File: config.mk
export PLATFORM = sky130hd
export DESIGN_NAME = disp_seq_ctrl
export DESIGN_NICKNAME = d
export VERILOG_FILES = /design/src/rtl/disp_pkg.sv /design/src/rtl/bcd_add3_adj.sv /design/src/rtl/disp_seq_ctrl.sv
export SDC_FILE = /design/constraint.sdc
export NUM_CORES = 1
export LEC_CHECK = 0
export ABC_AREA = 1
export ABC_CLOCK_PERIOD_IN_PS = 2000
export CAP_MARGIN = 30
export CORE_MARGIN = 4
export CORE_UTILIZATION = 50
export CTS_BUF_LIST = sky130_fd_sc_hd__clkbuf_2
export DETAILED_ROUTE_END_ITERATION = 16
export PLACE_DENSITY_LB_ADDON = 0.1
export SYNTH_ARGS = -nofsm -noshare
export SYNTH_HDL_FRONTEND = slang
export SYNTH_HIERARCHICAL = 1
export SYNTH_SLANG_ARGS = --single-unit
export TNS_END_PERCENT = 50
File: constraint.sdc
create_clock -name clk -period 2 [get_ports clk]
set_clock_uncertainty 0.2 [all_clocks]
set_input_delay 0.4 -clock clk [delete_from_list [all_inputs] [get_ports clk]]
set_output_delay 0.4 -clock clk [all_outputs]
set_load 0.005 [all_outputs]
File: src/rtl/disp_pkg.sv
// Shared types and constants for the display sequencing controller.
package disp_pkg;

    typedef enum logic [1:0] {
        S_IDLE   = 2'd0,
        S_CONV   = 2'd1,
        S_COMMIT = 2'd2
    } state_t;

    localparam logic [1:0] SLOT_UNITS = 2'd0;
    localparam logic [1:0] SLOT_TENS  = 2'd1;
    localparam logic [1:0] SLOT_HUND  = 2'd2;
    localparam logic [1:0] SLOT_SIGN  = 2'd3;

    localparam logic [3:0] SIGN_CODE = 4'hF;

    localparam int unsigned CONV_STEPS = 9;
    localparam int unsigned MAG_W      = 9;
    localparam int unsigned BCD_W      = 12;
    localparam int unsigned CNT_W      = 4;
    localparam int unsigned PRESC_W    = 20;

    // Committed display contents, written atomically at the end of a conversion.
    typedef struct packed {
        logic       sign;
        logic [3:0] bcd2;
        logic [3:0] bcd1;
        logic [3:0] bcd0;
    } disp_regs_t;

endpackage

File: src/rtl/bcd_add3_adj.sv
// Double-dabble correction: add 3 to every BCD nibble that is 5 or more.
module bcd_add3_adj
    import disp_pkg::*;
(
    input  logic [BCD_W-1:0] bcd_in,
    output logic [BCD_W-1:0] bcd_adj_c
);

    always_comb begin
        bcd_adj_c = bcd_in;
        for (int i = 0; i < 3; i++) begin
            if (bcd_in[4*i +: 4] >= 4'd5) begin
                bcd_adj_c[4*i +: 4] = bcd_in[4*i +: 4] + 4'd3;
            end
        end
    end

endmodule

File: src/rtl/disp_seq_ctrl.sv
// Signed value to 4-slot multiplexed display sequencer: serial BCD conversion,
// atomic commit of digits/sign, and a free-running anode scan.
module disp_seq_ctrl
    import disp_pkg::*;
#(
    parameter int unsigned REFRESH_DIV = 50000,
    parameter bit          BLANK_LZ    = 1'b1
) (
    input  logic       clk,
    input  logic       rst_n,
    input  logic       load,
    input  logic [8:0] value,
    output logic       busy,
    output logic [1:0] sel,
    output logic [3:0] an,
    output logic [3:0] digit,
    output logic       blank,
    output logic       minus
);

    state_t               state_q, state_d;
    logic [CNT_W-1:0]     cnt_q, cnt_d;
    logic [BCD_W-1:0]     acc_q, acc_d;
    logic [MAG_W-1:0]     mag_q, mag_d;
    logic                 sign_cap_q, sign_cap_d;
    disp_regs_t           disp_q, disp_d;
    logic                 busy_q, busy_d;
    logic [PRESC_W-1:0]   presc_q, presc_d;
    logic [1:0]           sel_q, sel_d;
    logic [3:0]           an_q, an_d;

    logic [BCD_W-1:0]       acc_adj;
    logic [BCD_W+MAG_W-1:0] shifted;

    bcd_add3_adj u_add3 (
        .bcd_in    (acc_q),
        .bcd_adj_c (acc_adj)
    );

    assign shifted = {acc_adj, mag_q} << 1;

    always_ff @(posedge clk or negedge rst_n) begin
        if (!rst_n) begin
            state_q    <= S_IDLE;
            cnt_q      <= '0;
            acc_q      <= '0;
            mag_q      <= '0;
            sign_cap_q <= 1'b0;
            disp_q     <= '0;
            busy_q     <= 1'b0;
            presc_q    <= '0;
            sel_q      <= SLOT_UNITS;
            an_q       <= 4'b1110;
        end else begin
            state_q    <= state_d;
            cnt_q      <= cnt_d;
            acc_q      <= acc_d;
            mag_q      <= mag_d;
            sign_cap_q <= sign_cap_d;
            disp_q     <= disp_d;
            busy_q     <= busy_d;
            presc_q    <= presc_d;
            sel_q      <= sel_d;
            an_q       <= an_d;
        end
    end

    // Conversion FSM; display regs only change in COMMIT so nothing torn is shown.
    always_comb begin
        state_d    = state_q;
        cnt_d      = cnt_q;
        acc_d      = acc_q;
        mag_d      = mag_q;
        sign_cap_d = sign_cap_q;
        disp_d     = disp_q;

        case (state_q)
            S_IDLE: begin
                if (load) begin
                    state_d    = S_CONV;
                    sign_cap_d = value[8];
                    mag_d      = value[8] ? MAG_W'(-value) : value;
                    acc_d      = '0;
                    cnt_d      = '0;
                end
            end
            S_CONV: begin
                acc_d = shifted[BCD_W+MAG_W-1:MAG_W];
                mag_d = shifted[MAG_W-1:0];
                cnt_d = cnt_q + CNT_W'(1);
                if (cnt_q == CNT_W'(CONV_STEPS - 1)) begin
                    state_d = S_COMMIT;
                end
            end
            S_COMMIT: begin
                disp_d.sign = sign_cap_q;
                disp_d.bcd2 = acc_q[11:8];
                disp_d.bcd1 = acc_q[7:4];
                disp_d.bcd0 = acc_q[3:0];
                state_d     = S_IDLE;
            end
            default: begin
                state_d = S_IDLE;
            end
        endcase

        busy_d = (state_d != S_IDLE);
    end

    // Refresh prescaler and slot scan, independent of the FSM.
    always_comb begin
        presc_d = presc_q + PRESC_W'(1);
        sel_d   = sel_q;
        if (presc_q == PRESC_W'(REFRESH_DIV - 1)) begin
            presc_d = '0;
            sel_d   = sel_q + 2'd1;
        end
        an_d = ~(4'b0001 << sel_d);
    end

    // Per-slot decode towards the segment decoder.
    always_comb begin
        digit = disp_q.bcd0;
        blank = 1'b0;
        minus = 1'b0;
        case (sel_q)
            SLOT_UNITS: begin
                digit = disp_q.bcd0;
            end
            SLOT_TENS: begin
                digit = disp_q.bcd1;
                blank = BLANK_LZ & (disp_q.bcd2 == 4'd0) & (disp_q.bcd1 == 4'd0);
            end
            SLOT_HUND: begin
                digit = disp_q.bcd2;
                blank = BLANK_LZ & (disp_q.bcd2 == 4'd0);
            end
            SLOT_SIGN: begin
                digit = SIGN_CODE;
                minus = disp_q.sign;
                blank = ~disp_q.sign;
            end
            default: begin
                digit = disp_q.bcd0;
            end
        endcase
    end

    assign busy = busy_q;
    assign sel  = sel_q;
    assign an   = an_q;

endmodule

==> results.tsv <==
metric	value	unit
finalCritPeriodShare	118.6	%
leakagePower	2.277	nW
postSynthAreaPerCell	7.647	µm²
final_antenna_net_count	0	
reg2reg_to	an[1]$_DFF_PN1_	
grt_setup_unrepaired	true	
status	complete, but fails checks	
cts_num_sinks	68	
antenna_found_initial	0	
finalHoldViolations	0	
antennaDiodeCount	0	
syn_area	3777	µm²
nFillCells	686	
wl	8050	µm
synthesis.nets	520	
rows	31	
grt_overflow	0	
yosysWarnings	6	
gr-usage-all-layers	20.19	%
fmax	0.4215	GHz
worstMarginPinSlew	0.4078	ns
cts_tree	built	
path_clk_slew	0.18	ns
drt-pass1-iter-count	4	
nNetsFinal	575	
dp_hpwl	5746	µm
h-tree-depth	3	
setup_viol	7	
synthToLayoutAreaGrowth	19.54	%
cap_violations	0	
fin_ws	-0.3722	ns
gp_congestion	0.8367	
dieWidth	94.92	µm
grt_pass1_vias	3260	
reg2reg_slack	0.21	ns
core_area	7292	µm²
clk_path_buf_depth	2	
grt_max_degree	53	
reg2regPathDepth	7	
cp.required	1.40	ns
failed_checks	setup timing	
insertion_delay	0.50	ns
p_per_area	988.2	nW/µm²
fin_crit	2.372	ns
vias	3204	
ios	25	
critPathCaptureType	output port	
drc	0	
hp-class	primary input to asynchronous set/reset pin	
crit_type	flop to output port	
maxSlewViolCount	0	
total_power	4.462	mW
routed_via_density	4.914	
grt_first_pass_wirelength	14330	µm
synth_cells	494	
wire_per_inst	12.35	µm
start_util	51.80	%
relSlewSlack	72.82	%
crit_path_end	digit[0]	
ir_drop	0.6329	mV
first_iter_violations	123	
die_area	9010	µm²
crit_arrival	1.77	ns
root_buffer	clkbuf_2	
timing.rr.start	presc_q[0]$_DFF_PN0_	
startpoint	sel[1]$_DFF_PN0_	
cp_max_fo	3	
worst_setup_path_start_kind	flop	
place_ws	-0.2547	ns
drive_gt1_share	16.46	%
place.port_buffers	24	
die_h	94.92	µm
cts_inserted_buffers	9	
==> through the flow <==
| step | util, % | area [µm²] | TNS [ns] | hold WS (ns) | instances |
|---|---|---|---|---|---|
| floorplan | - | 3777 | 0 | -0.09559 | 494 |
| CTS | 61.91 | 4514 | -2.181 | 0.1125 | 652 |
| global route | 61.93 | 4516 | -2.715 | 0.1168 | 652 |
| finish | 61.93 | 4516 | -1.866 | 0.1376 | 652 |
| global placement | 58.51 | 4267 | -0.8155 | 0.1511 | 630 |
| detailed placement | 58.51 | 4267 | -1.057 | 0.1548 | 630 |
==> worst min path at each step <==
stage / to / slack, ns / depth (start not counted)
2_1_floorplan: acc_q[0]$_DFFE_PN0P_ / -0.1 / 0
3_3_place_gp: an[0]$_DFF_PN0_ / 0.15 / 1
3_5_place_dp: an[0]$_DFF_PN0_ / 0.15 / 1
4_1_cts: an[0]$_DFF_PN0_ / 0.11 / 2
5_1_grt: presc_q[16]$_DFF_PN0_ / 0.12 / 2
6_report: an[0]$_DFF_PN0_ / 0.14 / 2
==> worst max-delay path, cell delays in order (launching register included) <==
cell	delay, ns
dfrtp_2	0.49
buf_12	0.14
ha_4	0.16
buf_6	0.12
nand2_2	0.05
nand3_1	0.08
o21ai_1	0.08
inv_1	0.05
buf_2	0.12
==> where the power goes <==
| part | internal [mW] | switching, mW |
|---|---|---|
| registers | 1.73 | 0.285 |
| logic | 0.695 | 0.994 |
| clock network | 0.269 | 0.489 |
==> sequential cells by signal, summed over array words and instances, names as in the netlist <==
register and cells:
sign_cap_q 1, acc_q 12, disp_q 13, cnt_q 4, presc_q 20, state_q 2, sel 2, an 4
busy 1, mag_q 9
==> per-layer routing <==
layer | GRT usage [%] | wire [µm] | vias to the layer above
li1 | - | - | 1670
met1 | 24.58 | 3664 | 1466
met2 | 34.00 | 3958 | 48
met3 | 5.418 | 246 | 20
met4 | 7.933 | 181 | 0
met5 | 0 | 0 | -
==> cell usage in the layout, fill, tap and decap left out, types with 3 or more instances in the layout <==
cell and instances:
dfstp_2 3, buf_2 6, dfrtp_1 63, ha_4 4
nand3_2 4, inv_1 74, nand4_1 9, xor2_1 9
ha_1 10, a21oi_1 6, o21ai_0 45, nand3b_1 4
nor2_2 3, nand2_1 127, inv_2 4, clkbuf_2 11
nand2_2 10, o21ai_2 4, buf_6 7, clkinv_1 3
o21ai_1 4, nor3_1 4, clkdlybuf4s50_1 10, nor2_1 49
a22oi_1 7, nor2_4 7, buf_4 17, nand3_1 25
dlygate4sd2_1 4
==> cell type report <==
cell class | count | area, µm² | area share, %
Clock buffer | 9 | 45.04 | 0.9975
Clock inverter | 6 | 56.30 | 1.247
Inverter | 80 | 307.8 | 6.816
Multi-Input combinational cell | 340 | 1831 | 40.54
Sequential cell | 68 | 1708 | 37.82
Tap cell | 99 | 123.9 | 2.743
Timing Repair Buffer | 50 | 444.2 | 9.837
==> what timing repair did <==
action / 4_1_cts / 5_1_grt
hold endpoints to repair: 65 / 0
hold buffers: 1 / 0
buffers inserted: 6 / 0
endpoints found under the setup margin: 12 / 9
gates resized for setup: 67 / 7
pin swaps: 9 / 6
gates cloned: 0 / 0
(Power assumes the default switching activity.)
